**config.mk**
```make
export PLATFORM = sky130hd
export DESIGN_NAME = frame_capture_sched
export DESIGN_NICKNAME = d
export VERILOG_FILES = /design/src/rtl/frame_capture_sched.sv
export SDC_FILE = /design/constraint.sdc
export NUM_CORES = 1
export LEC_CHECK = 0
export CORE_MARGIN = 5
export CORE_UTILIZATION = 40
export CTS_CLUSTER_DIAMETER = 80
export CTS_CLUSTER_SIZE = 25
export DETAILED_ROUTE_END_ITERATION = 7
export PLACE_DENSITY = 0.73
export SLEW_MARGIN = 20
export SYNTH_ARGS = -nofsm -noshare
export SYNTH_HDL_FRONTEND = slang
export SYNTH_SLANG_ARGS = --single-unit
```
**constraint.sdc**
```tcl
create_clock -name clki -period 4 [get_ports clki]
set_input_delay 0.8 -clock clki [delete_from_list [all_inputs] [get_ports clki]]
set_output_delay 0.8 -clock clki [all_outputs]
set_load 0.05 [all_outputs]
```
**src/rtl/frame_capture_sched.sv**
```systemverilog
// Frame capture scheduler: gates an upstream pixel stream into a ping-pong buffer pair,
// capturing one frame then discarding skip_cnt frames. FRAME_SCHED_DROP_CNT_EN enables the overrun counter.
`ifndef DTYPE_WIDTH
`define DTYPE_WIDTH 2
`endif
`ifndef DTYPE_PIXEL_MASK
`define DTYPE_PIXEL_MASK 2'd0
`endif
`ifndef DTYPE_FRAME_START
`define DTYPE_FRAME_START 2'd1
`endif
`ifndef DTYPE_FRAME_END
`define DTYPE_FRAME_END 2'd2
`endif

// state   | meaning
// IDLE    | not scheduled; stream suppressed
// ARMED   | waiting for a frame boundary; stream suppressed
// CAPTURE | forwarding the current frame into buffer wbuf
// SKIP    | discarding the current frame (skip interval or overrun)
module frame_capture_sched #(
    parameter int DATA_WIDTH = 16,
    parameter int CNT_WIDTH  = 16
) (
    input  logic                    clki,
    input  logic                    resetb,
    input  logic                    enable,
    input  logic                    start,
    input  logic                    abort,
    input  logic [7:0]              skip_cnt,
    input  logic [CNT_WIDTH-1:0]    num_frames,
    input  logic                    dvi,
    input  logic [`DTYPE_WIDTH-1:0] dtypei,
    input  logic [DATA_WIDTH-1:0]   datai,
    input  logic                    rel_valid,
    input  logic                    rel_buf,
    output logic                    dvo,
    output logic [`DTYPE_WIDTH-1:0] dtypeo,
    output logic [DATA_WIDTH-1:0]   datao,
    output logic                    wbuf,
    output logic [1:0]              buf_full,
    output logic                    busy,
    output logic                    done,
    output logic [CNT_WIDTH-1:0]    frames_captured,
    output logic [CNT_WIDTH-1:0]    frames_dropped
);

    typedef enum logic [1:0] {
        S_IDLE    = 2'd0,
        S_ARMED   = 2'd1,
        S_CAPTURE = 2'd2,
        S_SKIP    = 2'd3
    } state_t;

    state_t                 state;
    state_t                 state_nxt;
    logic [7:0]             skip_ctr;
    logic [7:0]             skip_nxt;
    logic                   fwd;
    logic                   mark_full;
    logic                   cnt_clr;
    logic                   cap_bump;
    logic                   drop_bump;
    logic                   done_nxt;
    logic [1:0]             buf_full_nxt;
    logic [CNT_WIDTH-1:0]   cap_sat;
    logic                   is_fs;
    logic                   is_fe;

    assign is_fs   = dvi && (dtypei == `DTYPE_FRAME_START);
    assign is_fe   = dvi && (dtypei == `DTYPE_FRAME_END);
    assign cap_sat = (frames_captured == '1) ? frames_captured
                                             : frames_captured + CNT_WIDTH'(1);
    assign busy    = (state != S_IDLE);

    always_comb begin
        state_nxt = state;
        skip_nxt  = skip_ctr;
        fwd       = 1'b0;
        mark_full = 1'b0;
        cnt_clr   = 1'b0;
        cap_bump  = 1'b0;
        drop_bump = 1'b0;
        done_nxt  = 1'b0;
        if (!enable || abort) begin
            state_nxt = S_IDLE;
        end else begin
            case (state)
                S_IDLE: begin
                    if (start) begin
                        cnt_clr   = 1'b1;
                        skip_nxt  = 8'd0;
                        state_nxt = S_ARMED;
                    end
                end
                S_ARMED: begin
                    if (is_fs) begin
                        if (skip_ctr != 8'd0) begin
                            skip_nxt  = skip_ctr - 8'd1;
                            state_nxt = S_SKIP;
                        end else if (buf_full[wbuf]) begin
                            // overrun: skip_ctr stays 0 so the very next frame retries
                            drop_bump = 1'b1;
                            state_nxt = S_SKIP;
                        end else begin
                            fwd       = 1'b1;
                            state_nxt = S_CAPTURE;
                        end
                    end
                end
                S_CAPTURE: begin
                    fwd = dvi;
                    if (is_fe) begin
                        mark_full = 1'b1;
                        cap_bump  = 1'b1;
                        skip_nxt  = skip_cnt;
                        if ((num_frames != '0) && (cap_sat == num_frames)) begin
                            done_nxt  = 1'b1;
                            state_nxt = S_IDLE;
                        end else begin
                            state_nxt = S_ARMED;
                        end
                    end
                end
                S_SKIP: begin
                    if (is_fe)
                        state_nxt = S_ARMED;
                end
                default: state_nxt = S_IDLE;
            endcase
        end
    end

    // release first, mark second: a same-bit set overrides the clear
    always_comb begin
        buf_full_nxt = buf_full;
        if (rel_valid)
            buf_full_nxt[rel_buf] = 1'b0;
        if (mark_full)
            buf_full_nxt[wbuf] = 1'b1;
    end

    always_ff @(posedge clki or negedge resetb) begin
        if (!resetb) begin
            state           <= S_IDLE;
            skip_ctr        <= 8'd0;
            dvo             <= 1'b0;
            dtypeo          <= '0;
            datao           <= '0;
            wbuf            <= 1'b0;
            buf_full        <= 2'b00;
            done            <= 1'b0;
            frames_captured <= '0;
        end else begin
            state    <= state_nxt;
            skip_ctr <= skip_nxt;
            dvo      <= fwd;
            dtypeo   <= dtypei;
            datao    <= datai;
            buf_full <= buf_full_nxt;
            done     <= done_nxt;
            if (mark_full)
                wbuf <= ~wbuf;
            if (cnt_clr)
                frames_captured <= '0;
            else if (cap_bump)
                frames_captured <= cap_sat;
        end
    end

`ifdef FRAME_SCHED_DROP_CNT_EN
    logic [CNT_WIDTH-1:0] drop_q;

    always_ff @(posedge clki or negedge resetb) begin
        if (!resetb)
            drop_q <= '0;
        else if (cnt_clr)
            drop_q <= '0;
        else if (drop_bump && (drop_q != '1))
            drop_q <= drop_q + CNT_WIDTH'(1);
    end

    assign frames_dropped = drop_q;
`else
    logic drop_bump_unused;

    assign drop_bump_unused = drop_bump;
    assign frames_dropped   = '0;
`endif

endmodule

```
==> out/qor.log <==
qor: worst_setup_path.timing.critical_path.fanout_max 11
qor: sta.hold_viol 0
qor: finish.fin_nets 489
qor: worst_setup_path.startpoint_types flop
qor: worst_setup_path.crit_path_cell_trace ha_1, nand3_4, or3_4, a32o_1, a2111o_1, or4_1, o41ai_1, a41oi_1
qor: sta.worst-slew-pin-transition 1130 ps
qor: power.worst_ir_drop_vdd 0.125 mV
qor: cts.clockRootBuffer clkbuf_8
qor: power.share_clk_of_total_power 29.3%
qor: synthesis.synth_area 3090 µm²
qor: finish.finalCoreUtilization 54.0%
qor: grt.grt_start_max_net_pins 33
qor: worst_setup_path.critPathRequiredTime 4160 ps
qor: grt.globalRoute.busiestLayer met2
qor: synthesis.dominantRegCellSynth dfrtp_1
qor: cts.cts_post_setup_buffers_inserted 0
qor: detailed_routing.wl_per_cell 16.7 µm
qor: worst_setup_path.critPathCaptureType flop
qor: place.dp.final_hpwl 6890 µm
qor: detailed_routing.num_vias 2943
qor: synthesis.synthesis.area_per_instance 8.86 µm²
qor: detailed_routing.drt_pass1_iterations 4
qor: grt.grt_overflow_total 0
qor: detailed_routing.final_antenna_net_count 0
qor: grt.groute.layer.met2.usage 30.6%
qor: synthesis.synth-seq-cells 49
qor: cts.cts_tree done
qor: synthesis.post_synth_num_cell_types 57
qor: grt.grt_util_met3 3.79%
qor: synthesis.yosysSeqAreaShare 39.7%
qor: cts.cts_max_level 2
qor: power.total_switching_power 0.343 mW
qor: sta.final.period_utilization 84.3%
qor: cts.clock-sinks 49
qor: floorplanning.dieArea 9590 µm²
qor: finish.syn_to_final_growth 32.8%
qor: floorplanning.initial_utilization 40.6%
qor: power.power.share.switching 31.8%
qor: finish.num-fill-cells 699
qor: worst_setup_path.worstSetupPathType flop to flop
qor: sta.report.final.setup_viol 0
qor: floorplanning.pin_count 106
qor: power.internal_power 0.735 mW
qor: cts.clk_transition_reported_paths 110 ps
qor: worst_setup_path.slowest_stage dfrtp_1
qor: power.total_power 1.08 mW
qor: worst_setup_path.path_buf_inv 0
qor: min_path.hold_path.class primary input to async pin
qor: grt.track_usage 18.5%
qor: grt.grt_util_met1 24.8%
qor: grt.grt_antenna_before_repair 0
qor: power.p_per_area 262 nW/µm²
qor: sta.timing.fmax 0.296 GHz
qor: cts.clk-insertion-delay-late 310 ps
qor: detailed_routing.post_drt_via_cell_ratio 5.50
qor: cts.cts_resized 0
qor: power.leakage 1.64 nW
qor: power.comb_power_share 22.8%
qor: grt.vias_in_the_first_global_route 2940
qor: cts.cts_buffers 5
qor: floorplanning.chipHeight 97.9 µm
qor: sta.slew_violations 0
qor: synthesis.synthCells 349
qor: floorplanning.floorplan.rows 32
qor: status.run_status complete, no violations
qor: power.power.sequential.fraction 47.9%
qor: finish.share_of_post_route_cells_with_drive_strength_above_1 4.85%
qor: synthesis.postSynth.asyncResetShare 100%
qor: synthesis.number_of_flops_mapped_to_enable_cells_by_yosys 0
qor: worst_setup_path.cp_top_delay_family compound AO/OA/AOI/OAI gates
qor: job.maxCapViolCount 0
qor: floorplanning.chipWidth 97.9 µm
qor: finish.diodes 0
qor: floorplanning.core-area 7610 µm²
qor: sta.finClkSkew 19.2 ps
qor: synthesis.yosys_warnings 0
qor: worst_setup_path.worst_ep_arrival_time 3540 ps
qor: worst_setup_path.slowest_delay 510 ps
qor: sta.fin_tns_setup 0 ps
qor: detailed_routing.finalWirelength 8950 µm
qor: cts.ctsHoldBuffers 0
qor: cts.cts_buffer_depth 2
qor: detailed_routing.post-route-drc-count 0
qor: sta.rsz0062_at_grt no
qor: grt.grt_first_pass_wirelength 14700 µm
qor: place.place.port_buffers 89
qor: detailed_routing.detail_route.iter0.violations 106
qor: place.weighted_congestion_reported_at_the_end_of_routability_driven_placement 0.874
qor: sta.finalWorstPathRequiredPeriod 3370 ps
qor: sta.slew_headroom 24.2%
==> synth_stat cells, types with 3 or more instances <==
| library cell | count | area (µm²) |
|---|---|---|
| nor3_1 | 6 | 30.0 |
| xnor2_1 | 13 | 114 |
| or4_1 | 3 | 22.5 |
| mux2i_1 | 5 | 50.1 |
| and4_1 | 3 | 26.3 |
| inv_1 | 17 | 63.8 |
| dfrtp_1 | 49 | 1230 |
| a32oi_1 | 3 | 26.3 |
| and3_1 | 5 | 31.3 |
| buf_4 | 16 | 120 |
| xor2_1 | 6 | 52.6 |
| nor2_1 | 17 | 63.8 |
| a31oi_1 | 3 | 18.8 |
| buf_2 | 6 | 30.0 |
| a21oi_1 | 20 | 100 |
| clkbuf_1 | 9 | 33.8 |
| nand3_1 | 11 | 55.1 |
| nand2_1 | 39 | 146 |
| nor2b_1 | 3 | 18.8 |
| nand2b_1 | 3 | 18.8 |
| nand4_1 | 13 | 81.3 |
| a211oi_1 | 3 | 22.5 |
| o21ai_0 | 29 | 145 |
| nor3b_1 | 3 | 22.5 |
| ha_1 | 7 | 87.6 |
| o41ai_1 | 3 | 26.3 |
| o31ai_1 | 8 | 60.1 |
| a22oi_1 | 3 | 22.5 |
| nor4_1 | 8 | 50.1 |
==> path summary, 6_finish.rpt <==
path,from,end,slack [ps],cells after the start
worst min register to register,buf_full[1]$_DFF_PN0_,buf_full[1]$_DFF_PN0_,540,2
worst max-delay path,frames_captured[1]$_DFFE_PN0P_,state[0]$_DFFE_PN0P_,630,8
min in group clki,buf_full[1]$_DFF_PN0_,buf_full[1]$_DFF_PN0_,540,2
worst max register to register,frames_captured[1]$_DFFE_PN0P_,state[0]$_DFFE_PN0P_,630,8
max in group asynchronous,resetb,dvo$_DFF_PN0_,3060,2
worst min-delay path,resetb,skip_ctr[3]$_DFFE_PN0P_,420,1
==> through the flow <==
step / area (µm²) / hold WS, ps / std cells / worst slack [ps]
final: 4110 / 424 / 535 / 626
after global routing: 4110 / 448 / 535 / 479
after CTS: 4110 / 431 / 535 / 671
after detailed placement: 4010 / 519 / 527 / 692
after global placement: 3990 / 505 / 526 / 721
after floorplan: 3150 / 472 / 364 / 608
==> kinds of logic after synthesis <==
logic type | Yosys count | share of synthesized area (%)
AND/OR/NAND/NOR | 127 | 22.7
AO/OA/AOI/OAI | 91 | 18.9
flip-flops | 49 | 39.7
buffers and inverters | 49 | 8.38
XOR/XNOR | 19 | 5.38
adder cells (fa/ha/maj) | 7 | 2.83
multiplexers | 6 | 1.98
other | 1 | 0.121
==> metal layers <==
layer  vias up  share of wire, %  wire length, µm
li1       1409                 -                -
met1      1392                44             3950
met2       128                48             4250
met3        14               6.8              608
met4         0               1.6              144
met5         -                 0                0
==> registers in the layout, indices dropped and copies added (netlist names) <==
register	cells
buf_full	2
datao	16
done	1
dtypeo	2
dvo	1
frames_captured	16
skip_ctr	8
state	2
wbuf	1
==> power groups by stage <==
stage / clock (mW) / sequential (mW) / combinational, mW
finish: 0.316 / 0.517 / 0.246
global route: 0.349 / 0.519 / 0.265
CTS: 0.328 / 0.517 / 0.246
detailed placement: 0 / 0.527 / 0.245
global placement: 0 / 0.526 / 0.241
floorplan: 0 / 0.561 / 0.116
==> cells in the final DEF (no fill, tap or decap), types with 6 or more instances in the layout <==
master | netlist | routed
nand2_1 | 39 | 39
xor2_1 | 6 | 6
nand4_1 | 13 | 13
nor4_1 | 8 | 8
o31ai_1 | 8 | 8
ha_1 | 7 | 7
inv_1 | 17 | 17
dfrtp_1 | 49 | 49
clkdlybuf4s50_1 | 0 | 88
conb_1 | 1 | 16
a21oi_1 | 20 | 20
nor3_1 | 6 | 6
o21ai_0 | 29 | 28
nand3_1 | 11 | 11
nor2_1 | 17 | 17
xnor2_1 | 13 | 13
==> cell type report <==
class                           instances  area (µm²)  area share [%]
Clock buffer                            5        68.8            1.68
Inverter                               17        63.8            1.55
Clock inverter                          3        28.8           0.701
Tap cell                              102         128            3.11
Multi-Input combinational cell        266        1660            40.5
Timing Repair Buffer                   93         928            22.6
Sequential cell                        49        1230            29.9
==> worst register-to-register path, stage by stage (launching register included) <==
cell and delay, ps:
dfrtp_1 510, ha_1 350, nand3_4 200, or3_4 470, a32o_1 270, a2111o_1 400
or4_1 450, o41ai_1 410, a41oi_1 160
(Power assumes the default switching activity.)
